===== src/rtl/multicycle_ctrl.sv =====
// Multi-cycle RV32I-subset control FSM: fetch/decode/exec/mem/wb sequencing, memory handshakes, sticky trap.
// Optional performance counters are enabled with `define MULTICYCLE_CTRL_PERF_CNT_EN.
module multicycle_ctrl #(
  parameter int MAX_WAIT = 15,
  parameter int WAIT_W   = 4
) (
  input  logic        clk_i,
  input  logic        rst_i,
  input  logic [31:0] instr_i,
  input  logic        imem_valid_i,
  input  logic        dmem_ready_i,
  input  logic        branch_taken_i,
  output logic        imem_req_o,
  output logic        ir_we_o,
  output logic [1:0]  imm_sel_o,
  output logic        alu_src_o,
  output logic        dmem_req_o,
  output logic        dmem_we_o,
  output logic        reg_we_o,
  output logic        pc_we_o,
  output logic        pc_src_o,
  output logic        trap_o,
  output logic [1:0]  trap_cause_o,
  output logic [2:0]  state_o
`ifdef MULTICYCLE_CTRL_PERF_CNT_EN
  ,
  output logic [31:0] cycle_cnt_o,
  output logic [31:0] instret_cnt_o
`endif
);

  typedef enum logic [2:0] {
    ST_FETCH  = 3'd0,
    ST_DECODE = 3'd1,
    ST_EXEC   = 3'd2,
    ST_MEM    = 3'd3,
    ST_WB     = 3'd4,
    ST_TRAP   = 3'd5
  } state_e;

  typedef enum logic [2:0] {
    CL_NONE    = 3'd0,
    CL_OPIMM   = 3'd1,
    CL_OP      = 3'd2,
    CL_LOAD    = 3'd3,
    CL_STORE   = 3'd4,
    CL_BRANCH  = 3'd5,
    CL_ILLEGAL = 3'd6
  } class_e;

  localparam bit                TIMEOUT_EN = (MAX_WAIT != 0);
  localparam int                LIMIT_I    = TIMEOUT_EN ? (MAX_WAIT - 1) : 0;
  localparam logic [WAIT_W-1:0] WAIT_LIMIT = WAIT_W'(LIMIT_I);

  function automatic class_e decode_class(input logic [6:0] opc);
    class_e c;
    case (opc)
      7'b0010011: c = CL_OPIMM;
      7'b0110011: c = CL_OP;
      7'b0000011: c = CL_LOAD;
      7'b0100011: c = CL_STORE;
      7'b1100011: c = CL_BRANCH;
      default:    c = CL_ILLEGAL;
    endcase
    return c;
  endfunction

  state_e            state_q, state_d;
  class_e            class_q, class_d;
  class_e            cur_class_s;
  logic [WAIT_W-1:0] wait_q, wait_d;
  logic [1:0]        cause_q, cause_d;

  logic       imem_req_s, ir_we_s, alu_src_s, dmem_req_s, dmem_we_s;
  logic       reg_we_s, pc_we_s, pc_src_s, trap_s;
  logic [1:0] imm_sel_s;
  logic       unused_instr_s;

  assign unused_instr_s = ^instr_i[31:7];

  // State, class, wait-counter and cause registers
  always_ff @(posedge clk_i) begin
    if (rst_i) begin
      state_q <= ST_FETCH;
      class_q <= CL_NONE;
      wait_q  <= {WAIT_W{1'b0}};
      cause_q <= 2'd0;
    end else begin
      state_q <= state_d;
      class_q <= class_d;
      wait_q  <= wait_d;
      cause_q <= cause_d;
    end
  end

  // The class is only latched at the end of DECODE, so DECODE itself looks at instr_i directly
  always_comb begin
    if (state_q == ST_DECODE) begin
      cur_class_s = decode_class(instr_i[6:0]);
    end else begin
      cur_class_s = class_q;
    end
  end

  // Next-state and raw strobe decode; the wait counter only advances on a stay-and-wait cycle
  always_comb begin
    state_d    = state_q;
    class_d    = class_q;
    cause_d    = cause_q;
    wait_d     = {WAIT_W{1'b0}};
    imem_req_s = 1'b0;
    ir_we_s    = 1'b0;
    dmem_req_s = 1'b0;
    dmem_we_s  = 1'b0;
    reg_we_s   = 1'b0;
    pc_we_s    = 1'b0;
    pc_src_s   = 1'b0;
    trap_s     = 1'b0;
    case (state_q)
      ST_FETCH: begin
        imem_req_s = 1'b1;
        if (imem_valid_i) begin
          ir_we_s = 1'b1;
          state_d = ST_DECODE;
        end else if (TIMEOUT_EN && (wait_q == WAIT_LIMIT)) begin
          state_d = ST_TRAP;
          cause_d = 2'd2;
        end else begin
          wait_d = wait_q + 1'b1;
        end
      end
      ST_DECODE: begin
        class_d = cur_class_s;
        if (cur_class_s == CL_ILLEGAL) begin
          state_d = ST_TRAP;
          cause_d = 2'd1;
        end else begin
          state_d = ST_EXEC;
        end
      end
      ST_EXEC: begin
        case (class_q)
          CL_BRANCH: begin
            pc_we_s  = 1'b1;
            pc_src_s = branch_taken_i;
            state_d  = ST_FETCH;
          end
          CL_OPIMM, CL_OP:   state_d = ST_WB;
          CL_LOAD, CL_STORE: state_d = ST_MEM;
          default: begin
            state_d = ST_TRAP;
            cause_d = 2'd1;
          end
        endcase
      end
      ST_MEM: begin
        dmem_req_s = 1'b1;
        dmem_we_s  = (class_q == CL_STORE);
        if (dmem_ready_i) begin
          if (class_q == CL_STORE) begin
            pc_we_s = 1'b1;
            state_d = ST_FETCH;
          end else begin
            state_d = ST_WB;
          end
        end else if (TIMEOUT_EN && (wait_q == WAIT_LIMIT)) begin
          state_d = ST_TRAP;
          cause_d = 2'd3;
        end else begin
          wait_d = wait_q + 1'b1;
        end
      end
      ST_WB: begin
        reg_we_s = 1'b1;
        pc_we_s  = 1'b1;
        state_d  = ST_FETCH;
      end
      ST_TRAP: begin
        trap_s = 1'b1;
      end
      default: begin
        state_d = ST_FETCH;
      end
    endcase
  end

  // Immediate format and ALU operand select, held from DECODE through WB
  always_comb begin
    imm_sel_s = 2'd0;
    alu_src_s = 1'b0;
    if ((state_q == ST_DECODE) || (state_q == ST_EXEC) ||
        (state_q == ST_MEM) || (state_q == ST_WB)) begin
      case (cur_class_s)
        CL_OPIMM, CL_LOAD: begin
          imm_sel_s = 2'd1;
          alu_src_s = 1'b1;
        end
        CL_STORE: begin
          imm_sel_s = 2'd2;
          alu_src_s = 1'b1;
        end
        CL_BRANCH: begin
          imm_sel_s = 2'd3;
          alu_src_s = 1'b0;
        end
        default: begin
          imm_sel_s = 2'd0;
          alu_src_s = 1'b0;
        end
      endcase
    end else begin
      imm_sel_s = 2'd0;
      alu_src_s = 1'b0;
    end
  end

  // Reset forces every output low in the same cycle, dropping any outstanding request
  always_comb begin
    if (rst_i) begin
      imem_req_o   = 1'b0;
      ir_we_o      = 1'b0;
      imm_sel_o    = 2'd0;
      alu_src_o    = 1'b0;
      dmem_req_o   = 1'b0;
      dmem_we_o    = 1'b0;
      reg_we_o     = 1'b0;
      pc_we_o      = 1'b0;
      pc_src_o     = 1'b0;
      trap_o       = 1'b0;
      trap_cause_o = 2'd0;
      state_o      = 3'd0;
    end else begin
      imem_req_o   = imem_req_s;
      ir_we_o      = ir_we_s;
      imm_sel_o    = imm_sel_s;
      alu_src_o    = alu_src_s;
      dmem_req_o   = dmem_req_s;
      dmem_we_o    = dmem_we_s;
      reg_we_o     = reg_we_s;
      pc_we_o      = pc_we_s;
      pc_src_o     = pc_src_s;
      trap_o       = trap_s;
      trap_cause_o = cause_q;
      state_o      = state_q;
    end
  end

`ifdef MULTICYCLE_CTRL_PERF_CNT_EN
  logic [31:0] cycle_cnt_q, instret_cnt_q;

  // Free-running cycle and retire counters, wrapping at 2^32
  always_ff @(posedge clk_i) begin
    if (rst_i) begin
      cycle_cnt_q   <= 32'd0;
      instret_cnt_q <= 32'd0;
    end else begin
      cycle_cnt_q   <= cycle_cnt_q + 32'd1;
      instret_cnt_q <= instret_cnt_q + (pc_we_s ? 32'd1 : 32'd0);
    end
  end

  // Counter outputs read zero while reset is held
  always_comb begin
    if (rst_i) begin
      cycle_cnt_o   = 32'd0;
      instret_cnt_o = 32'd0;
    end else begin
      cycle_cnt_o   = cycle_cnt_q;
      instret_cnt_o = instret_cnt_q;
    end
  end
`endif

endmodule

===== config.mk =====
export PLATFORM = sky130hd
export DESIGN_NAME = multicycle_ctrl
export DESIGN_NICKNAME = d
export VERILOG_FILES = /design/src/rtl/multicycle_ctrl.sv
export SDC_FILE = /design/constraint.sdc
export NUM_CORES = 1
export LEC_CHECK = 0
export ABC_AREA = 0
export BUFFER_PORTS_ARGS = -buffer_cell sky130_fd_sc_hd__buf_2
export CORE_ASPECT_RATIO = 1.2
export CORE_MARGIN = 3
export CORE_UTILIZATION = 43
export CTS_CLUSTER_DIAMETER = 50
export CTS_CLUSTER_SIZE = 8
export DETAILED_ROUTE_END_ITERATION = 6
export PLACE_DENSITY = 0.78
export SYNTH_ARGS = -nofsm -noshare
export SYNTH_HDL_FRONTEND = slang
export SYNTH_SLANG_ARGS = --single-unit

===== constraint.sdc =====
create_clock -name clk_i -period 2.1 [get_ports clk_i]
set_input_delay 0.21 -clock clk_i [delete_from_list [all_inputs] [get_ports clk_i]]
set_output_delay 0.21 -clock clk_i [all_outputs]
set_load 0.02 [all_outputs]

==> run_results.csv <==
group,metric,value,unit
grt,track_usage,18.4,%
grt,grt_max_degree,17,
worst_setup_path,reg2reg_from,"state_q[0]",
die,ios,53,
layout,multiInputGateArea,649,um2
synthesis,synth_nets,156,
worst_setup_path,path_cells,"nor3b_1 -> o211ai_1 -> and2_1 -> nor3b_2 -> buf_4",
layout,layout.cells.non_filler,175,
worst_setup_path,worstPathArrival,1870,ps
timing,setup_viol,0,
timing,fin_crit_sh,99.1,%
synthesis,syn_avg_cell_area,8.08,um2
status,status,"finished, final reports clean",
synthesis,synth_seq_area_share,25.4,%
timing,worst_pin_slew,496,ps
die,chipWidth,48.8,um
layout,fin_nets,188,
synthesis,synth.distinct_cells,46,
layout,n_fill_cell,191,
routing,drc,0,
layout,n_antenna_cell,0,
clock_tree,path_clk_slew,80,ps
synthesis,synth.area.top_cells,"dfxtp_1 25%, nor2_1 5.2%, nor2b_1 4.0%",
timing,finalHoldViolCount,0,
synthesis,synth-edff-count,0,
clock_tree,cts-root-buf,"clkbuf_4",
synthesis,synth.ff_latch_count,12,
die,die_h,57.4,um
synthesis,async_flop_share,0,%
layout,register_area,245,um2
worst_setup_path,worstSetupEndpointType,"output port",
placed_design,dp_hpwl,1.86,mm
placed_design,gp_congestion,0.845,
worst_setup_path,crit_fanout,4,
run,cap_violations,0,
routing,vias,1040,
placed_design,numPortBuffers,27,
placed_design,post-place-cells,169,
layout,drive_gt1_share,32.0,%
routing,detail_route.wl_per_cell,14.4,um
synthesis,synthesis.area,946,um2
routing,drt_wl_total,2.52,mm
routing,drtIter0Drc,20,
worst_setup_path,r2r_end,"cause_q[0]",
clock_tree,cts_sinks,12,
synthesis,syn_inst,117,
grt,grt_pass1_vias,977,
worst_setup_path,rr_worst_depth,5,
synthesis,synth_commonest_cells,"13 x nor2_1, 12 x dfxtp_1, 6 x nand2_1, 6 x nor2b_1",
synthesis,ys.flop_type,"dfxtp_1",
routing,firstDrtPassIters,5,
worst_setup_path,path_class,"reg2out",
pwr,pwr_density_cell,526,mW/mm2
grt,grt_overflow,0,
synthesis,synth.top_cell.area_share,25.4,%
timing,finClkSkew,4.29,ps
clock_tree,clk_latency,280,ps
clock_tree,numCtsBuffers,3,
worst_setup_path,reg2reg_slack,370,ps
worst_setup_path,critPathMaxStageDelay,440,ps
pwr,p_leak,0.510,nW
routing,drtAntennaViolNets,0,
clock_tree,cts_tree,"done",
die,die-area,0.00280,mm2
worst_setup_path,worst_setup_path_start_kind,"register",
worst_hold_path,whs_path_depth,2,
die,rows,17,
die,core-area,0.00196,mm2
die,start_util,48.3,%
clock_tree,clk_path_buf_depth,2,
grt,antenna_found_initial,0,
layout,area_growth,22.0,%
pwr,peakVddDrop,0.312,mV
worst_hold_path,hp-class,"in2reg",
timing,slew_headroom,66.8,%
clock_tree,h-tree-depth,1,
timing,layout_min_cycle_time,2080,ps
timing,drv_slew,0,
synthesis,synth_top_area_cell,"dfxtp_1",
routing,via_per_inst,5.94,
synthesis,ys_warn_count,0,
timing,fin_hold_ws,292,ps
worst_setup_path,cp_slowest_cell,"nor3b_1",
grt,grt_first_pass_wirelength,4.06,mm
worst_setup_path,critPathRequiredTime,1890,ps
synthesis,synth_most_common_cell,"nor2_1",
worst_hold_path,worstHoldStart,"rst_i",
timing,clock.fmax,0.481,GHz
worst_hold_path,hold_path_end,"class_q[0]",
pwr,total_power,0.607,mW
==> layout by cell type (no fill, tap or decap), types with 2 or more instances in the layout <==
cell type,netlist,final
o221ai_1,2,2
nand3_1,4,4
and3b_1,3,3
ha_1,2,2
buf_2,0,26
clkbuf_4,0,3
nor2b_1,6,6
nand2b_1,5,5
nand2_1,6,6
nor4_1,3,3
o21ai_0,3,3
dfxtp_1,12,10
nor2_1,13,13
buf_4,0,7
and2_1,2,2
a211o_1,2,2
o21a_1,2,2
o211ai_1,3,3
or3_1,2,2
a21oi_1,2,2
nor3b_1,2,2
o41ai_1,2,2
a211oi_1,3,3
nor3_1,5,5
inv_1,5,5
==> layout make-up <==
class / instances / area share, %
sequential: 12 / 21.3
multi-input combinational: 94 / 56.3
tap: 28 / 3.04
timing repair buffer: 33 / 15.8
clock buffer: 3 / 1.95
inverter: 5 / 1.63
==> worst max-delay path by stage <==
stage | end | start
final | imm_sel_o[0] | state_q[0]
after global routing | imm_sel_o[0] | state_q[0]
after floorplan | ir_we_o | state_q[1]
after global placement | imm_sel_o[0] | state_q[0]
after detailed placement | imm_sel_o[0] | state_q[0]
after CTS | imm_sel_o[0] | state_q[0]
==> per-stage QoR <==
stage / utilization, % / setup slack, ps / TNS [ps] / cell area (um2)
2_1_floorplan: - / 174 / 0 / 946
3_3_place_gp: 56.3 / 245 / 0 / 1100
3_5_place_dp: 56.3 / 234 / 0 / 1100
4_1_cts: 57.6 / 10.7 / 0 / 1130
5_1_grt: 59.0 / -36.2 / -64.7 / 1150
6_report: 59.0 / 18.9 / 0 / 1150
==> kinds of logic after synthesis <==
family	Yosys count	share of synthesized area [%]
and+or+nand+nor	62	39.8
adders and majority gates	2	2.65
muxes	1	1.59
xor gates and xnor gates	2	1.85
DFF	12	25.4
buffers and inverters	11	5.95
AOI/OAI and AO/OA	27	22.8
==> power by group <==
part | switching, mW | internal [mW] | leakage [nW]
combinational | 0.114 | 0.0844 | 0.397
clock | 0.0794 | 0.0666 | 0.0138
sequential | 0.0198 | 0.242 | 0.0988
==> registers in the layout (all words and copies together) (netlist names) <==
register / cells
cause_q: 2
class_q: 3
state_q: 3
wait_q: 4
==> critical path: cells and delay by family, from the launching register on <==
kind                   cells  cell delay, ps
and+or+nand+nor            3             850
buffers and inverters      1             160
DFF                        1             360
AOI/OAI and AO/OA          1             220
==> layer usage <==
| layer | GRT usage, % | up-vias | part of all wire, % |
|---|---|---|---|
| li1 | - | 496 | - |
| met1 | 18.1 | 499 | 37 |
| met2 | 33.6 | 37 | 53 |
| met3 | 4.70 | 8 | 6.3 |
| met4 | 13.0 | 0 | 3.1 |
| met5 | 0 | - | 0 |
==> repair_timing <==
item,in CTS,in global routing
hold buffers,0,0
resized for setup,2,3
pin swaps,0,1
setup endpoints to repair,1,1
gates cloned,0,0
setup buffers,0,3
No activity file was read; power rests on OpenSTA's default activity.
